### src/rtl/poly_bram_pkg.sv
// Shared types and constants for the evk polynomial-coefficient BRAM reader.
// Four dual-port banks give eight coefficient lanes per beat.
package poly_bram_pkg;

    localparam int NBANK  = 4;
    localparam int LANES  = 2 * NBANK;
    localparam int COEF_W = 32;

    typedef enum logic [1:0] {
        IDLE,
        RUN,
        DRAIN
    } reader_state_t;

    typedef struct packed {
        logic [LANES*COEF_W-1:0] data;
        logic                    last;
    } beat_t;

endpackage

### src/rtl/poly_beat_fifo.sv
// Synchronous skid FIFO for output beats; head is read straight from storage.
// Flush empties it in one cycle without touching the stored words.
module poly_beat_fifo #(
    parameter int WIDTH = 257,
    parameter int DEPTH = 4,
    localparam int CW   = $clog2(DEPTH + 1),
    localparam int PW   = $clog2(DEPTH)
) (
    input  logic             clk,
    input  logic             reset,
    input  logic             flush,
    input  logic             push,
    input  logic [WIDTH-1:0] push_data,
    input  logic             pop,
    output logic [WIDTH-1:0] head,
    output logic [CW-1:0]    count
);

    logic [WIDTH-1:0] mem [DEPTH];
    logic [PW-1:0]    wr_ptr;
    logic [PW-1:0]    rd_ptr;
    logic             do_pop;

    assign do_pop = pop && (count != '0);
    assign head   = mem[rd_ptr];

    always_ff @(posedge clk) begin
        if (reset) begin
            wr_ptr <= '0;
            rd_ptr <= '0;
            count  <= '0;
            for (int i = 0; i < DEPTH; i++) begin
                mem[i] <= '0;
            end
        end else if (flush) begin
            wr_ptr <= '0;
            rd_ptr <= '0;
            count  <= '0;
        end else begin
            if (push) begin
                mem[wr_ptr] <= push_data;
                wr_ptr <= (wr_ptr == PW'(DEPTH - 1)) ? '0 : wr_ptr + 1'b1;
            end
            if (do_pop) begin
                rd_ptr <= (rd_ptr == PW'(DEPTH - 1)) ? '0 : rd_ptr + 1'b1;
            end
            unique case ({push, do_pop})
                2'b10:   count <= count + 1'b1;
                2'b01:   count <= count - 1'b1;
                default: ;
            endcase
        end
    end

endmodule

### src/rtl/poly_coeff_bram_reader.sv
// Read-side initiator for the 4-bank dual-port evk coefficient BRAM.
// Issues one beat per cycle under a FIFO credit limit and streams 8-lane beats.
module poly_coeff_bram_reader
    import poly_bram_pkg::*;
#(
    parameter int DLEN       = 32,
    parameter int HLEN       = 7,
    parameter int FIFO_DEPTH = 4
) (
    input  logic                        clk,
    input  logic                        reset,
    input  logic                        start,
    input  logic [HLEN-2:0]             start_beat,
    input  logic [HLEN-1:0]             num_beats,
    input  logic                        abort,
    output logic                        busy,
    output logic                        done,
    output logic                        out_valid,
    input  logic                        out_ready,
    output logic [LANES*DLEN-1:0]       out_data,
    output logic                        out_last,
    output logic [NBANK-1:0]            bram_en,
    output logic [NBANK-1:0]            bram_we,
    output logic [NBANK-1:0][HLEN-1:0]  bram_addr_a,
    output logic [NBANK-1:0][HLEN-1:0]  bram_addr_b,
    output logic [NBANK-1:0][DLEN-1:0]  bram_di_a,
    output logic [NBANK-1:0][DLEN-1:0]  bram_di_b,
    input  logic [NBANK-1:0][DLEN-1:0]  bram_do_a,
    input  logic [NBANK-1:0][DLEN-1:0]  bram_do_b,
    output logic                        bram_reset
);

    localparam int BW = HLEN - 1;
    localparam int DW = LANES * DLEN;
    localparam int CW = $clog2(FIFO_DEPTH + 1);

    reader_state_t   state;
    logic [BW-1:0]   beat;
    logic [HLEN-1:0] remaining;
    logic            inflight;
    logic            inflight_last;
    logic            issue;
    logic            pop;
    logic            flush;
    logic [CW-1:0]   fifo_count;
    logic [CW:0]     occupancy;
    logic [DW:0]     push_data;
    logic [DW:0]     head;

    // Credit covers both queued beats and the one still in the BRAM pipe.
    assign occupancy = {1'b0, fifo_count} + {{CW{1'b0}}, inflight};
    assign issue     = (state == RUN) && (occupancy < (CW+1)'(FIFO_DEPTH));

    assign busy        = (state != IDLE);
    assign flush       = abort && (state != IDLE);
    assign bram_en     = {NBANK{issue}};
    assign bram_we     = '0;
    assign bram_addr_a = {NBANK{beat, 1'b0}};
    assign bram_addr_b = {NBANK{beat, 1'b1}};
    assign bram_di_a   = '0;
    assign bram_di_b   = '0;
    assign bram_reset  = 1'b0;

    assign out_valid = (fifo_count != '0);
    assign out_data  = head[DW:1];
    assign out_last  = out_valid & head[0];
    assign pop       = out_valid & out_ready;

    always_comb begin
        push_data = '0;
        for (int b = 0; b < NBANK; b++) begin
            push_data[1 + (2*b)*DLEN   +: DLEN] = bram_do_a[b];
            push_data[1 + (2*b+1)*DLEN +: DLEN] = bram_do_b[b];
        end
        push_data[0] = inflight_last;
    end

    poly_beat_fifo #(
        .WIDTH (DW + 1),
        .DEPTH (FIFO_DEPTH)
    ) u_fifo (
        .clk       (clk),
        .reset     (reset),
        .flush     (flush),
        .push      (inflight),
        .push_data (push_data),
        .pop       (pop),
        .head      (head),
        .count     (fifo_count)
    );

    always_ff @(posedge clk) begin
        if (reset) begin
            state         <= IDLE;
            beat          <= '0;
            remaining     <= '0;
            inflight      <= 1'b0;
            inflight_last <= 1'b0;
            done          <= 1'b0;
        end else begin
            done          <= 1'b0;
            inflight      <= issue;
            inflight_last <= issue && (remaining == HLEN'(1));
            if (flush) begin
                state         <= IDLE;
                inflight      <= 1'b0;
                inflight_last <= 1'b0;
            end else begin
                unique case (state)
                    IDLE: begin
                        if (start) begin
                            if (num_beats == '0) begin
                                done <= 1'b1;
                            end else begin
                                state     <= RUN;
                                beat      <= start_beat;
                                remaining <= num_beats;
                            end
                        end
                    end
                    RUN: begin
                        if (issue) begin
                            beat      <= beat + 1'b1;
                            remaining <= remaining - 1'b1;
                            if (remaining == HLEN'(1)) begin
                                state <= DRAIN;
                            end
                        end
                    end
                    DRAIN: begin
                        if (pop && out_last) begin
                            state <= IDLE;
                            done  <= 1'b1;
                        end
                    end
                    default: state <= IDLE;
                endcase
            end
        end
    end

endmodule

### config.mk
export PLATFORM = sky130hd
export DESIGN_NAME = poly_coeff_bram_reader
export DESIGN_NICKNAME = d
export VERILOG_FILES = /design/src/rtl/poly_bram_pkg.sv /design/src/rtl/poly_beat_fifo.sv /design/src/rtl/poly_coeff_bram_reader.sv
export SDC_FILE = /design/constraint.sdc
export NUM_CORES = 1
export LEC_CHECK = 0
export ABC_AREA = 1
export BUFFER_PORTS_ARGS = -buffer_cell sky130_fd_sc_hd__buf_2
export CAP_MARGIN = 15
export CORE_ASPECT_RATIO = 1.25
export CORE_MARGIN = 2
export CORE_UTILIZATION = 30
export DETAILED_ROUTE_END_ITERATION = 10
export PLACE_DENSITY = 0.46
export SLEW_MARGIN = 20
export SYNTH_ARGS = -nofsm -noshare
export SYNTH_HDL_FRONTEND = slang
export SYNTH_HIERARCHICAL = 1
export SYNTH_SLANG_ARGS = --single-unit
### constraint.sdc
create_clock -name clk -period 24.8 [get_ports clk]
set_input_delay 1.24 -clock clk [delete_from_list [all_inputs] [get_ports clk]]
set_output_delay 1.24 -clock clk [all_outputs]
set_load 0.05 [all_outputs]
==> impl_metrics.env <==
export IMPL_status="finished clean"
export IMPL_grt_max_degree=160
export IMPL_max_stage_delay_ns=0.86
export IMPL_maxCapViolCount=0
export IMPL_final_hold_viol_count=0
export IMPL_grt_ovfl_total=0
export IMPL_p_int_uw=3220
export IMPL_rsz0062_at_grt="false"
export IMPL_rrSetupSlack_ns=19.17
export IMPL_cp_arrival_ns=5.30
export IMPL_powerDensity_nw_per_um2=89.7
export IMPL_power_switching_uw=1620
export IMPL_slowest_stage="buf_4"
export IMPL_synth_most_common_cell="nor2_1"
export IMPL_htree_levels=3
export IMPL_place_congestion=0.774
export IMPL_ys_seq_elements=1055
export IMPL_dp_cells=6808
export IMPL_worst_setup_path_end_kind="output port"
export IMPL_ctsHoldBuffers=0
export IMPL_synth_area_leader_cell="edfxtp_1"
export IMPL_drtAntennaViolNets=0
export IMPL_stdcell_count=7017
export IMPL_netlist_instances=4461
export IMPL_dpl_hpwl_mm=85.9
export IMPL_antenna_found_initial=23
export IMPL_vias=32900
export IMPL_period_minus_slack_ns=6.54
export IMPL_async_reset_ff_share_pct=0
export IMPL_routed_wl_mm=145
export IMPL_initial_core_util_pct=30.3
export IMPL_cts_sinks=1055
export IMPL_slew_headroom_pct=16.4
export IMPL_synthTopCellsByCount="nor2_1, edfxtp_1, o21ai_0, buf_4, inv_1"
export IMPL_r2r_cells=12
export IMPL_drc_errors=0
export IMPL_grt_pass1_wl_mm=209
export IMPL_cts_tree="done"
export IMPL_start_kind="flip-flop"
export IMPL_seq_power_share_pct=45.2
export IMPL_wl_per_cell_um=20.7
export IMPL_final_setup_viol_count=0
export IMPL_die_h_um=448
export IMPL_core_sq_um=156000
export IMPL_crit_path_frequent_cell="buf_4"
export IMPL_cp_required_ns=23.56
export IMPL_p_sw_share_pct=33.5
export IMPL_final_cell_area_sq_um=54000
export IMPL_worst_pin_slew_ns=1.25
export IMPL_hp_class="flip-flop to flip-flop"
export IMPL_first_pass_iters=5
export IMPL_syn_area_per_cell_sq_um=10.6
export IMPL_min_period_over_period_pct=26.4
export IMPL_die_area_sq_um=161000
export IMPL_r2r_end="u_fifo/mem[0][119]"
export IMPL_p_comb_share_pct=21.6
export IMPL_synth_area_sq_um=47200
export IMPL_port_buffers=585
export IMPL_cts_root_buf="clkbuf_16"
export IMPL_p_clk_share_pct=33.2
export IMPL_hp_start="remaining[1]"
export IMPL_holdPathStages=2
export IMPL_drt_iter0_drc=2147
export IMPL_clkTransAtPathRegs_ns=0.06
export IMPL_crit_chain="inv_8, buf_4, buf_4, buf_4, o21ai_0, o22ai_1, buf_2"
export IMPL_leakagePower_uw=0.0227
export IMPL_ys_types=35
export IMPL_r2r_start="state[0]"
export IMPL_cts_path_max_buffers=3
export IMPL_postCtsSetupRepairBufs=0
export IMPL_std_cell_rows=162
export IMPL_hold_ws_ns=0.474
export IMPL_cts_buffers=108
export IMPL_power_total_uw=4840
export IMPL_nets=5149
export IMPL_track_usage_pct=17.3
export IMPL_area_growth_pct=14.2
export IMPL_yosysSeqAreaShare_pct=66.5
export IMPL_ctsResizeCount=0
export IMPL_io_pins=855
export IMPL_grt_pass1_vias=31600
export IMPL_ys_warn_count=6
export IMPL_max_freq_mhz=153
export IMPL_cp_max_fo=159
export IMPL_synth_area_top_cells="edfxtp_1, nor2_1, o21ai_0"
export IMPL_drive_above_1_share_pct=16.6
export IMPL_hold_end="remaining[1]"
export IMPL_critPathKind="flip-flop to output port"
export IMPL_placed_cell_area_sq_um=50500
export IMPL_synth_top_flop_cell="edfxtp_1"
export IMPL_slew_violations=0
export IMPL_ir_drop_uv=72.4
export IMPL_die_x_um=359
export IMPL_avgViaCountPerCell=4.69
export IMPL_clk_latency_ns=0.72
export IMPL_fin_setup_tns_ns=0
export IMPL_synth_edf_count=1028
export IMPL_clock_skew_ns=0.0388
export IMPL_synth_top_area_share_pct=65.3
[sequential cells by signal, summed over array words and instances (netlist names), named ones only]
register       cells
u_fifo/rd_ptr      2
u_fifo/count       3
done               1
beat               6
inflight           1
inflight_last      1
remaining          7
state              2
u_fifo/wr_ptr      2
u_fifo/mem      1028
[kinds of logic (layout without fill, tap and decap cells)]
logic type               after synthesis  count (layout)  synth area share [%]
other                                  2             280                0.0159
AND/OR/NAND/NOR                     1695            1695                  13.8
adder cells (fa/ha/maj)                7               7                 0.201
AO/OA/AOI/OAI                        802             802                  9.26
flip-flops                          1055            1055                  66.5
buffers and inverters                898            1126                  10.2
XOR/XNOR                               2               2                0.0371
[area by class of cell]
type	instances	area, sq um
fill	15900	102000
sequential	1055	31400
multi-input combinational	2775	12100
timing repair buffer	631	3320
clock buffer	133	2820
tap	2050	2560
inverter	297	1130
clock inverter	65	604
antenna	11	27.5
[worst max-delay path, delay by kind of cell (launching register included)]
| kind | cells | cell delay, ns |
|---|---|---|
| DFF | 1 | 0.51 |
| AOI/OAI and AO/OA | 2 | 0.52 |
| buffers and inverters | 5 | 3.40 |
[worst max path at each step]
stage | startpoint | endpoint | cells after the start
floorplan | abort | u_fifo/mem[3][0] | 3
finish | flip-flop | out_data[152] | 7
global route | flip-flop | out_data[152] | 7
CTS | flip-flop | out_data[152] | 7
detailed placement | abort | u_fifo/mem[0][132] | 11
global placement | abort | u_fifo/mem[0][131] | 11
[power by group through the flow]
| stage | sequential [uW] | clock [uW] | combinational, uW |
|---|---|---|---|
| final | 2190 | 1610 | 1050 |
| after global routing | 2200 | 1710 | 1110 |
| after CTS | 2190 | 1650 | 1070 |
| after detailed placement | 2230 | 0 | 1060 |
| after global placement | 2220 | 0 | 1060 |
| after floorplan | 2260 | 0 | 825 |
[through the flow]
step	utilization [%]	setup slack, ns
5_1_grt	34.6	17.85
3_5_place_dp	32.4	18.13
6_report	34.6	18.26
2_1_floorplan	-	3.47
4_1_cts	34.6	18.09
3_3_place_gp	32.4	18.15
[cells in the final DEF (no fill, tap or decap), types with 8 or more instances in the layout]
cell type / Yosys / routed
a21oi_2: 8 / 8
clkinv_2: 0 / 19
nand3_1: 20 / 20
nor2_1: 1557 / 1557
edfxtp_1: 1028 / 1028
a21oi_1: 9 / 9
buf_2: 63 / 585
nor3_1: 11 / 11
dfxtp_1: 27 / 25
nand2_2: 11 / 9
clkbuf_1: 183 / 24
conb_1: 2 / 269
buf_4: 323 / 42
inv_1: 293 / 292
nand2_1: 78 / 73
clkinv_1: 0 / 27
clkbuf_16: 0 / 109
bufinv_16: 0 / 9
o22ai_1: 258 / 258
o21ai_0: 522 / 522
diode_2: 0 / 11
[per-layer routing]
layer  up-vias  wire length, um  share of wire (%)  global-route usage (%)
met5         -               34              0.023                       0
met2      1121            73100                 50                    30.6
li1      15300                -                  -                       -
met4         6             4880                3.4                    6.52
met3       201             7650                5.3                    2.80
met1     16300            59300                 41                    21.3
(Power assumes the default switching activity.)
